### src/rtl/prog_loader.sv
// Streams a block of instruction words into instruction memory, holding the fetch unit off while loading.
// Optional running checksum of loaded words: define PROG_LOADER_CHECKSUM_EN.
module prog_loader #(
  parameter int unsigned ADDR_W = 8,
  parameter int unsigned DATA_W = 16
) (
  input  logic              clk,
  input  logic              rst,
  input  logic              en,
  input  logic              start,
  input  logic [ADDR_W-1:0] base_addr,
  input  logic [ADDR_W:0]   len,
  input  logic              in_valid,
  input  logic [DATA_W-1:0] in_data,
  output logic              in_ready,
  output logic              wr_en,
  output logic [ADDR_W-1:0] wr_addr,
  output logic [DATA_W-1:0] wr_data,
  output logic              fetch_en,
  output logic              busy,
  output logic              done,
`ifdef PROG_LOADER_CHECKSUM_EN
  output logic [ADDR_W:0]   count,
  output logic [DATA_W-1:0] checksum
`else
  output logic [ADDR_W:0]   count
`endif
);

  localparam int unsigned CNT_W = ADDR_W + 1;

  typedef enum logic [1:0] {
    IDLE = 2'd0,
    LOAD = 2'd1,
    DONE = 2'd2
  } state_t;

  state_t            state;
  logic [ADDR_W-1:0] base_q;
  logic [CNT_W-1:0]  len_q;
  logic [CNT_W-1:0]  count_inc;
  logic              start_ok;
  logic              accept;

  assign in_ready  = (state == LOAD) & en;
  assign fetch_en  = (state == IDLE) & en;
  assign count_inc = count + CNT_W'(1);
  assign start_ok  = (state == IDLE) & en & start;
  assign accept    = in_valid & in_ready;

  // Control FSM; busy/done are registered alongside the state they decode.
  always_ff @(posedge clk) begin
    if (rst) begin
      state   <= IDLE;
      base_q  <= '0;
      len_q   <= '0;
      count   <= '0;
      wr_en   <= 1'b0;
      wr_addr <= '0;
      wr_data <= '0;
      busy    <= 1'b0;
      done    <= 1'b0;
    end else if (en) begin
      wr_en <= 1'b0;
      case (state)
        IDLE: begin
          if (start) begin
            base_q <= base_addr;
            len_q  <= len;
            count  <= '0;
            busy   <= 1'b1;
            if (len == '0) begin
              state <= DONE;
              done  <= 1'b1;
            end else begin
              state <= LOAD;
            end
          end
        end
        LOAD: begin
          if (in_valid) begin
            wr_en   <= 1'b1;
            // Address arithmetic is ADDR_W wide so it wraps naturally.
            wr_addr <= base_q + count[ADDR_W-1:0];
            wr_data <= in_data;
            count   <= count_inc;
            if (count_inc == len_q) begin
              state <= DONE;
              done  <= 1'b1;
            end
          end
        end
        DONE: begin
          state <= IDLE;
          busy  <= 1'b0;
          done  <= 1'b0;
        end
        default: begin
          state <= IDLE;
          busy  <= 1'b0;
          done  <= 1'b0;
        end
      endcase
    end else begin
      wr_en <= 1'b0;
    end
  end

`ifdef PROG_LOADER_CHECKSUM_EN
  // Running sum of accepted words, updated in step with the write strobe.
  always_ff @(posedge clk) begin
    if (rst) begin
      checksum <= '0;
    end else if (start_ok) begin
      checksum <= '0;
    end else if (accept) begin
      checksum <= checksum + in_data;
    end
  end
`else
  logic unused_ok;
  assign unused_ok = start_ok ^ accept;
`endif

endmodule

### config.mk
export PLATFORM = sky130hd
export DESIGN_NAME = prog_loader
export DESIGN_NICKNAME = d
export VERILOG_FILES = /design/src/rtl/prog_loader.sv
export SDC_FILE = /design/constraint.sdc
export NUM_CORES = 1
export LEC_CHECK = 0
export ABC_AREA = 0
export BUFFER_PORTS_ARGS = -buffer_cell sky130_fd_sc_hd__buf_2
export CORE_MARGIN = 2
export CORE_UTILIZATION = 52
export CTS_CLUSTER_DIAMETER = 50
export DETAILED_ROUTE_END_ITERATION = 8
export GPL_TIMING_DRIVEN = 0
export MAX_ROUTING_LAYER = met4
export PLACE_DENSITY = 0.8
export SLEW_MARGIN = 20
export SYNTH_ARGS = -nofsm -noshare
export SYNTH_HDL_FRONTEND = slang
export SYNTH_SLANG_ARGS = --single-unit
export TNS_END_PERCENT = 20
### constraint.sdc
create_clock -name clk -period 2.2 [get_ports clk]
set_clock_uncertainty 0.15 [all_clocks]
set_input_delay 0.11 -clock clk [delete_from_list [all_inputs] [get_ports clk]]
set_output_delay 0.11 -clock clk [all_outputs]
set_load 0.05 [all_outputs]
==> metrics <==
final hold violations=0; Max FO, Critical Path=9; vias after detailed routing=2,860; Reg clk slew, reported paths=0.11 ns; maxcap violations=0; number of CTS-inserted buffers=5; synth unique cells=44; Post-synth EDFFs=0; DRC Markers=0; fraction of layout cells with a size suffix above 1=0.220; f_max=0.461 GHz; Final #Nets=505; io pins=76; critical path launch point type=flop; Mapped Area=2670 sq um; Worst-Skew Late Latency=0.32 ns; Area after DPL=3130 sq um; Worst-Margin Slew=0.607 ns; chip height=75.6 microns; Via density=5.41; die width=75.6 microns; total track usage=0.261; area of the multi-input gates=1470 sq um; design area=3640 sq um; initial DRC count=163; outcome=finished, final reports clean; Overflow after GRT=0; arrival time worst endpoint=2.28 ns; CTS sink cnt=55; largest net degree at the start of global routing=18; Yosys warnings=0; Synth Area per Inst=7.82 sq um; CTS root buffer=clkbuf_8; total leakage power=1.53 nW; cells after synthesis=341; GPL Wtd Cong=0.910; Antenna Nets Post-Route=0; worst path required time=2.31 ns; # port buffers=74; FF+latch count, synth=55; sequential share of the synthesized area=0.413; Final Cycle Share=0.986; largest area contributor in the netlist=dfxtp_1; DR WL/cell=14.0 microns; kind of critical path=reg -> reg; PD cells=568 nW/um^2; Syn Nets=388; setup repair after global routing missed its margin=yes; drt total wl=7400 microns; Syn-to-layout area delta=36.6%; Final Max Tran Viols=0; row count=26; top_reg_cell synth=dfxtp_1; register area=1110 sq um; CTS tree=built; router iterations before antenna repair=5; HP Class=in -> reg; area of the core=5040 sq um; Slew headroom=0.590; synth top area cells=dfxtp_1 (41%), nand2_1 (12%), a21oi_1 (9.9%); first-pass GRT wire length=11,000 microns; Yosys top cell area share=0.413; initial antenna violation count=0; Antenna Cells=0; Clock Tree Buf Depth=2; DP HPWL=4840 microns; final setup vio count=0; Die ar.=5720 sq um; CP Capture Type=flop; Tmin final=2.17 ns; Post-synth ARST share=0; fillers=402; htree depth=2; Peak VDD IR=0.337 mV; post-route setup TNS=0 ns; Starting Density=0.529; vias in the first global route=2,443
[cells in the final DEF (no fill, tap or decap), types with 7 or more instances in the layout]
cell type / Yosys / routed
clkbuf_1: 15 / 15
nor2_1: 21 / 21
a21oi_1: 53 / 51
dfxtp_1: 55 / 52
nor2b_1: 7 / 7
ha_1: 8 / 7
buf_2: 1 / 75
dlygate4sd3_1: 0 / 34
o21ai_0: 10 / 9
nand2_1: 88 / 88
nor3_1: 8 / 8
xnor2_1: 10 / 10
clkbuf_8: 1 / 7
[cells by family (layout without fill, tap and decap cells)]
kind of cell	Yosys count	in the layout	share of synthesized area
adders and majority gates	9	9	0.0451
AOI/OAI and AO/OA	79	79	0.169
DFF	55	55	0.413
xor gates and xnor gates	15	15	0.0493
and+or+nand+nor	158	158	0.274
buffers and inverters	25	143	0.0502
[final timing paths]
| kind | slack (ns) | end | cells after the start | startpoint |
|---|---|---|---|---|
| worst max-delay path | 0.03 | done | 6 | count[3] |
| worst min-delay path | 0.10 | done | 3 | en |
| worst max register to register | 0.03 | done | 6 | count[3] |
| worst min register to register | 0.30 | wr_data[0] | 2 | wr_data[0] |
[cell usage after synthesis, types with 2 or more instances]
cell      number
nand2_1       88
dfxtp_1       55
a21oi_1       53
nor2_1        21
clkbuf_1      15
o21ai_0       10
xnor2_1       10
ha_1           8
nor3_1         8
nor2b_1        7
inv_1          6
nand4_1        5
xor2_1         5
and2_1         4
nand3_1        4
nand3b_1       4
nor3b_1        4
a211oi_1       3
and3_1         2
nand2b_1       2
o211ai_1       2
o21a_1         2
or3_1          2
[final cells by class]
| cell class | instances | share of cell area |
|---|---|---|
| Timing Repair Buffer | 110 | 0.199 |
| Clock inverter | 2 | 0.0106 |
| Multi-Input combinational cell | 261 | 0.402 |
| Buffer | 19 | 0.0309 |
| Clock buffer | 6 | 0.0227 |
| Tap cell | 70 | 0.0240 |
| Inverter | 6 | 0.00618 |
| Sequential cell | 55 | 0.304 |
[where the power goes]
group / leakage, nW / switching (W) / internal (W)
combinational: 1.02 / 0.000167 / 0.000131
sequential: 0.448 / 0.0000208 / 0.00102
clock: 0.0618 / 0.000352 / 0.000375
total: 1.53 / 0.000541 / 0.00153
[sequential cells by signal (all words and copies together), names as in the netlist]
register,flops
wr_data,16
count,9
len_q,9
base_q,8
wr_addr,8
state,2
busy,1
done,1
wr_en,1
[metrics by stage]
step,instances,worst slack (ns),total power [W],util,hold WS (ns)
finish,529,0.0300,0.00207,0.723,0.101
global route,529,-0.0919,0.00215,0.723,0.113
CTS,527,0.00402,0.00206,0.715,0.0927
detailed placement,485,-0.101,0.00131,0.620,0.208
global placement,485,-0.0764,0.00130,0.620,0.202
floorplan,341,0.0181,0.00123,-,0.0960
[critical path, stage by stage, from the launching register on]
cell      delay, ns
dfxtp_1        0.55
and4_2         0.31
nand4_1        0.23
nor3_1         0.24
a21oi_1        0.09
a211oi_4       0.32
o221a_1        0.22
[repair_timing]
action                     CTS  global route
hold buffers                34             0
hold endpoints to repair    34             0
buffers inserted             0             2
pin swaps                    1             1
setup endpoints to repair    5            10
resized for setup            4             5
[routing by layer]
metal / routed length, microns / GRT usage
met1: 3150 / 0.311
met2: 3630 / 0.440
met3: 425 / 0.0516
met4: 199 / 0.0916
met5: 0 / -
No activity file was read; power rests on OpenSTA's default activity.
